--- src/rtl/bec_pkg.sv ---
// Shared constants, state encoding and status codes for the BEC ladder sequencer.
package bec_pkg;

    localparam int unsigned BEC_WIDTH = 163;
    localparam int unsigned NUM_SLOTS = 6;

    localparam logic [2:0] SLOT_W1     = 3'd0;
    localparam logic [2:0] SLOT_Z1     = 3'd1;
    localparam logic [2:0] SLOT_W2     = 3'd2;
    localparam logic [2:0] SLOT_Z2     = 3'd3;
    localparam logic [2:0] SLOT_INV_W0 = 3'd4;
    localparam logic [2:0] SLOT_D      = 3'd5;

    localparam logic [5:0] MASK_FULL = 6'h3F;

    typedef enum logic [2:0] {
        S_IDLE,
        S_ISSUE,
        S_WAIT,
        S_ADV,
        S_DONE,
        S_ERR
    } bec_state_e;

    typedef enum logic [3:0] {
        ST_EMPTY   = 4'h0,
        ST_PARTIAL = 4'h1,
        ST_READY   = 4'h2,
        ST_RUN     = 4'h4,
        ST_DONE    = 4'h8,
        ST_ERR     = 4'hE
    } bec_status_e;

    function automatic logic [3:0] status_for(input bec_state_e s, input logic [5:0] mask);
        logic [3:0] st;
        case (s)
            S_IDLE: begin
                if (mask == '0)             st = ST_EMPTY;
                else if (mask == MASK_FULL) st = ST_READY;
                else                        st = ST_PARTIAL;
            end
            S_DONE:  st = ST_DONE;
            S_ERR:   st = ST_ERR;
            default: st = ST_RUN;
        endcase
        return st;
    endfunction

endpackage

--- src/rtl/bec_operand_bank.sv ---
// Six operand registers with a per-slot valid mask; supports load, mask clear
// and a four-word ladder update from the step datapath.
module bec_operand_bank
    import bec_pkg::*;
#(
    parameter int unsigned WIDTH = BEC_WIDTH
) (
    input  logic             clk_i,
    input  logic             rst_i,
    input  logic             load_i,
    input  logic [2:0]       slot_i,
    input  logic [WIDTH-1:0] data_i,
    input  logic             clear_i,
    input  logic             upd_i,
    input  logic [WIDTH-1:0] res_w1_i,
    input  logic [WIDTH-1:0] res_z1_i,
    input  logic [WIDTH-1:0] res_w2_i,
    input  logic [WIDTH-1:0] res_z2_i,
    output logic [WIDTH-1:0] w1_o,
    output logic [WIDTH-1:0] z1_o,
    output logic [WIDTH-1:0] w2_o,
    output logic [WIDTH-1:0] z2_o,
    output logic [WIDTH-1:0] inv_w0_o,
    output logic [WIDTH-1:0] d_o,
    output logic [5:0]       valid_o,
    output logic [5:0]       valid_nxt_o
);

    logic [WIDTH-1:0] slot_q [NUM_SLOTS];
    logic [WIDTH-1:0] slot_d [NUM_SLOTS];
    logic [5:0]       valid_q, valid_d;

    // Clear precedes capture so a load into a finished run starts a fresh mask.
    always_comb begin
        slot_d  = slot_q;
        valid_d = clear_i ? '0 : valid_q;
        for (int unsigned i = 0; i < NUM_SLOTS; i++) begin
            if (load_i && (slot_i == 3'(i))) begin
                slot_d[i]  = data_i;
                valid_d[i] = 1'b1;
            end
        end
        if (upd_i) begin
            slot_d[SLOT_W1] = res_w1_i;
            slot_d[SLOT_Z1] = res_z1_i;
            slot_d[SLOT_W2] = res_w2_i;
            slot_d[SLOT_Z2] = res_z2_i;
        end
    end

    always_ff @(posedge clk_i or posedge rst_i) begin
        if (rst_i) begin
            for (int unsigned i = 0; i < NUM_SLOTS; i++) begin
                slot_q[i] <= '0;
            end
            valid_q <= '0;
        end else begin
            for (int unsigned i = 0; i < NUM_SLOTS; i++) begin
                slot_q[i] <= slot_d[i];
            end
            valid_q <= valid_d;
        end
    end

    assign w1_o        = slot_q[SLOT_W1];
    assign z1_o        = slot_q[SLOT_Z1];
    assign w2_o        = slot_q[SLOT_W2];
    assign z2_o        = slot_q[SLOT_Z2];
    assign inv_w0_o    = slot_q[SLOT_INV_W0];
    assign d_o         = slot_q[SLOT_D];
    assign valid_o     = valid_q;
    assign valid_nxt_o = valid_d;

endmodule

--- src/rtl/bec_ladder_sequencer.sv ---
// Montgomery-ladder sequencer: captures operands, runs KEY_BITS ladder steps
// over a start/done handshake with an external datapath and returns results.
module bec_ladder_sequencer
    import bec_pkg::*;
#(
    parameter int unsigned WIDTH    = BEC_WIDTH,
    parameter int unsigned KEY_BITS = 163,
    parameter int unsigned CNT_W    = 8
) (
    input  logic             wb_clk_i,
    input  logic             wb_rst_i,
    input  logic             load_data,
    input  logic [2:0]       load_status,
    input  logic [WIDTH-1:0] data_in,
    input  logic             master_ena_proc,
    input  logic             ki,
    output logic             next_key,
    output logic             slv_done,
    output logic [3:0]       becStatus,
    output logic [WIDTH-1:0] data_out,
    output logic             step_start,
    output logic             step_swap,
    input  logic             step_done,
    output logic [WIDTH-1:0] op_w1,
    output logic [WIDTH-1:0] op_z1,
    output logic [WIDTH-1:0] op_w2,
    output logic [WIDTH-1:0] op_z2,
    output logic [WIDTH-1:0] op_inv_w0,
    output logic [WIDTH-1:0] op_d,
    input  logic [WIDTH-1:0] res_w1,
    input  logic [WIDTH-1:0] res_z1,
    input  logic [WIDTH-1:0] res_w2,
    input  logic [WIDTH-1:0] res_z2
);

    bec_state_e       state_q, state_d;
    logic [CNT_W-1:0] cnt_q, cnt_d;
    logic             step_start_q, next_key_q, slv_done_q;
    logic [3:0]       status_q;
    logic [5:0]       valid, valid_nxt;
    logic             bank_load, bank_clear, bank_upd, last_step;

    bec_operand_bank #(
        .WIDTH(WIDTH)
    ) u_bank (
        .clk_i      (wb_clk_i),
        .rst_i      (wb_rst_i),
        .load_i     (bank_load),
        .slot_i     (load_status),
        .data_i     (data_in),
        .clear_i    (bank_clear),
        .upd_i      (bank_upd),
        .res_w1_i   (res_w1),
        .res_z1_i   (res_z1),
        .res_w2_i   (res_w2),
        .res_z2_i   (res_z2),
        .w1_o       (op_w1),
        .z1_o       (op_z1),
        .w2_o       (op_w2),
        .z2_o       (op_z2),
        .inv_w0_o   (op_inv_w0),
        .d_o        (op_d),
        .valid_o    (valid),
        .valid_nxt_o(valid_nxt)
    );

    // Results are captured on the accepted step_done edge, so they are
    // already in the working registers during ADV.
    always_comb begin
        state_d    = state_q;
        cnt_d      = cnt_q;
        bank_load  = 1'b0;
        bank_clear = 1'b0;
        bank_upd   = 1'b0;
        last_step  = (cnt_q == CNT_W'(KEY_BITS - 1));
        case (state_q)
            S_IDLE: begin
                bank_load = load_data;
                if (master_ena_proc) begin
                    if (valid == MASK_FULL) begin
                        state_d = S_ISSUE;
                        cnt_d   = '0;
                    end else begin
                        state_d = S_ERR;
                    end
                end
            end
            S_ISSUE: state_d = master_ena_proc ? S_WAIT : S_IDLE;
            S_WAIT: begin
                if (!master_ena_proc) begin
                    state_d = S_IDLE;
                end else if (step_done) begin
                    state_d  = S_ADV;
                    bank_upd = 1'b1;
                end
            end
            S_ADV: begin
                if (!master_ena_proc) begin
                    state_d = S_IDLE;
                end else if (last_step) begin
                    state_d = S_DONE;
                end else begin
                    state_d = S_ISSUE;
                    cnt_d   = cnt_q + 1'b1;
                end
            end
            S_DONE: begin
                if (load_data) begin
                    bank_clear = 1'b1;
                    bank_load  = 1'b1;
                    state_d    = S_IDLE;
                end
            end
            S_ERR:   if (!master_ena_proc) state_d = S_IDLE;
            default: state_d = S_IDLE;
        endcase
    end

    always_ff @(posedge wb_clk_i or posedge wb_rst_i) begin
        if (wb_rst_i) begin
            state_q      <= S_IDLE;
            cnt_q        <= '0;
            step_start_q <= 1'b0;
            next_key_q   <= 1'b0;
            slv_done_q   <= 1'b0;
            status_q     <= ST_EMPTY;
        end else begin
            state_q      <= state_d;
            cnt_q        <= cnt_d;
            step_start_q <= (state_d == S_ISSUE);
            next_key_q   <= (state_d == S_ADV);
            slv_done_q   <= (state_d == S_DONE);
            status_q     <= status_for(state_d, valid_nxt);
        end
    end

    // ki is sampled live in ISSUE so the bit advanced after ADV is used.
    assign step_start = step_start_q;
    assign step_swap  = step_start_q & ki;
    assign next_key   = next_key_q;
    assign slv_done   = slv_done_q;
    assign becStatus  = status_q;
    assign data_out   = (state_q != S_DONE)       ? '0    :
                        (load_status == SLOT_Z1)  ? op_z1 : op_w1;

endmodule

--- config.mk ---
export PLATFORM = sky130hd
export DESIGN_NAME = bec_ladder_sequencer
export DESIGN_NICKNAME = d
export VERILOG_FILES = /design/src/rtl/bec_pkg.sv /design/src/rtl/bec_operand_bank.sv /design/src/rtl/bec_ladder_sequencer.sv
export SDC_FILE = /design/constraint.sdc
export NUM_CORES = 2
export LEC_CHECK = 0
export BUFFER_PORTS_ARGS = -buffer_cell sky130_fd_sc_hd__buf_2
export CAP_MARGIN = 20
export CORE_AREA = 2 2 768 770
export CTS_CLUSTER_DIAMETER = 200
export CTS_CLUSTER_SIZE = 8
export DETAILED_ROUTE_END_ITERATION = 10
export DIE_AREA = 0 0 770 772
export GPL_TIMING_DRIVEN = 0
export SYNTH_ARGS = -nofsm -noshare
export SYNTH_HDL_FRONTEND = slang
export SYNTH_SLANG_ARGS = --single-unit
--- constraint.sdc ---
create_clock -name wb_clk_i -period 32.1 [get_ports wb_clk_i]
set_input_delay 3.21 -clock wb_clk_i [delete_from_list [all_inputs] [get_ports wb_clk_i]]
set_output_delay 3.21 -clock wb_clk_i [all_outputs]
set_load 0.02 [all_outputs]
==> results.json <==
{
  "area_delta_synth_final_pct": 57.2,
  "grt.total_usage_pct": 17.8,
  "crit_path_end_kind": "primary output",
  "hold_buffers": 0,
  "max_freq_mhz": 99.1,
  "synth_most_common_cell": "dfrtp_1",
  "core_um2": 587000,
  "drtIter0Drc": 5297,
  "fp.dieH_um": 772,
  "cts_tree": "yes",
  "port_buffers": 1972,
  "rsz0062_at_grt": "no",
  "synthArstFlopShare_pct": 100,
  "yosysSeqAreaShare_pct": 55.8,
  "finalWorstSetupSlack_ps": 22010,
  "antenna_found_initial": 359,
  "nets": 7183,
  "min_path_type": "flop to flop",
  "yosysTopAreaCell": "dfrtp_1",
  "slew_viol_final": 0,
  "clock-sinks": 1002,
  "grt_pass1_vias": 45200,
  "ys_top_cells_by_count": "dfrtp_1 (1002), nand2_1 (991), mux2i_1 (652)",
  "die_w_um": 770,
  "crit_start": "load_status[0]",
  "finalSetupViolCount": 0,
  "ys_top_cells_by_area": "dfrtp_1 (56%), mux2i_1 (15%), nand2_1 (8.3%)",
  "dp_hpwl_um": 486000,
  "syn_inst": 4179,
  "placementRows": 282,
  "max-vdd-ir-drop_mv": 0.0683,
  "drive_above_1_share_pct": 42.1,
  "synth-seq-cells": 1002,
  "hold_violations": 0,
  "grt_pass1_wl_um": 650000,
  "period_minus_slack_ps": 10090,
  "drt-pass1-iter-count": 6,
  "vias": 49200,
  "whs_ps": 494,
  "critPathKind": "primary input to primary output",
  "cp_data_arrival_time_ps": 6880,
  "max_slew_margin_pct": 14.3,
  "hp-start": "cnt_q[7]",
  "post-route-util_pct": 12.0,
  "ys_warn_count": 0,
  "avgSynthCellArea_um2": 10.8,
  "p_leak_nw": 32.8,
  "r2r_start": "state_q[2]",
  "grt_max_degree": 121,
  "fin_total_pwr_mw": 7.91,
  "power_density_nw_per_um2": 112,
  "cts_root_buf": "clkbuf_16",
  "cts_max_path_buffers": 4,
  "final_cell_area_um2": 70700,
  "cts_resized": 0,
  "critPathRequiredTime_ps": 28890,
  "ys_types": 47,
  "finalSetupTns_ps": 0,
  "io_pins": 1973,
  "clk_latency_ps": 960,
  "wl_um": 554000,
  "synth-edff-count": 0,
  "start_util_pct": 7.66,
  "drc": 0,
  "detailed_place.area_um2": 65800,
  "dieArea_um2": 594000,
  "synth.cell_area_um2": 45000,
  "drtAntennaViolNets": 0,
  "finClkSkew_ps": 91.5,
  "cp_max_fo": 10,
  "fin_crit_sh_pct": 31.4,
  "ys.flop_type": "dfrtp_1",
  "cts_setup_buffers": 0,
  "vias_per_cell": 3.40,
  "grt-ovfl-total": 0,
  "htreeDepth": 4,
  "synth_top_area_share_pct": 55.8,
  "status": "finished clean",
  "tightest_slew_ps": 1290,
  "place_congestion": 1.10,
  "syn_nets": 5005,
  "start_kind": "primary input",
  "post-place-cells": 14000,
  "drv_cap": 0,
  "layout.cells.non_filler": 14500,
  "cts_made_buffers": 149,
  "clk_pin_slew_worst_paths_ps": 40,
  "post-place-ws_ps": 21840,
  "wl_per_cell_um": 38.3
}
==> layout by cell type (no fill, tap or decap), types with 21 or more instances in the layout <==
cell type / count
clkbuf_1: 149
o21ai_1: 80
nand2_1: 988
buf_2: 2093
mux2i_1: 652
dfrtp_1: 1002
buf_16: 21
diode_2: 282
clkbuf_16: 150
mux2_2: 326
o21ai_0: 575
a21oi_1: 171
==> layout make-up <==
class	count	area, um^2
fill	67600	516000
sequential	1002	25100
multi-input combinational	2861	18600
timing repair buffer	2027	11100
tap	7810	9770
clock buffer	154	3800
buffer	307	1380
antenna	282	706
clock inverter	15	295
inverter	9	41.3
==> power by group <==
| group | internal [mW] | switching, mW | leakage [nW] |
|---|---|---|---|
| clock | 0.848 | 0.702 | 2.00 |
| combinational | 0.944 | 2.84 | 18.5 |
| sequential | 1.87 | 0.700 | 12.3 |
| total | 3.66 | 4.25 | 32.8 |
==> path summary, 6_finish.rpt <==
check,to,slack [ps],depth (start not counted)
setup / recovery,data_out[106],22010,11
hold / removal,cnt_q[7],490,1
setup reg to reg,u_bank.w1_o[76],28260,10
hold reg to reg,cnt_q[7],490,1
max in group asynchronous,u_bank.z2_o[64],26590,7
min in group asynchronous,u_bank.z1_o[151],2260,2
==> sequential cells by signal, summed over array words and instances, names as in the netlist <==
signal / count
u_bank.z1_o: 163
cnt_q: 8
u_bank.valid_o: 6
u_bank.w2_o: 163
u_bank.inv_w0_o: 163
becStatus: 4
slv_done: 1
state_q: 3
u_bank.z2_o: 163
u_bank.w1_o: 163
u_bank.d_o: 163
step_start: 1
next_key: 1
==> worst max-delay path, cell delays in order <==
cell and delay [ps]:
buf_2 220, inv_1 100, nor3_1 130, clkbuf_4 240, buf_16 200, clkbuf_2 460, buf_12 270, clkbuf_1 860
nand2_1 380, a21oi_1 420, buf_2 260
==> kinds of logic (layout without fill, tap and decap cells) <==
kind of cell / Yosys count / in the layout / share of synthesized area (%)
mux: 979 / 979 / 22.7
other cells: 0 / 282 / 0
compound gates: 844 / 844 / 9.54
buf+inv: 316 / 2512 / 3.00
xor+xnor: 1 / 1 / 0.0195
flops: 1002 / 1002 / 55.8
simple gates: 1035 / 1035 / 8.93
fa+ha+maj: 2 / 2 / 0.0556
==> routing by layer <==
| layer | vias up | routed length [um] | global-route usage (%) |
|---|---|---|---|
| met1 | 24600 | 202000 | 19.7 |
| li1 | 19100 | - | - |
| met3 | 1228 | 86400 | 11.3 |
| met2 | 4092 | 220000 | 24.9 |
| met5 | - | 2420 | 1.62 |
| met4 | 208 | 42500 | 11.4 |
No activity file was read; power rests on OpenSTA's default activity.
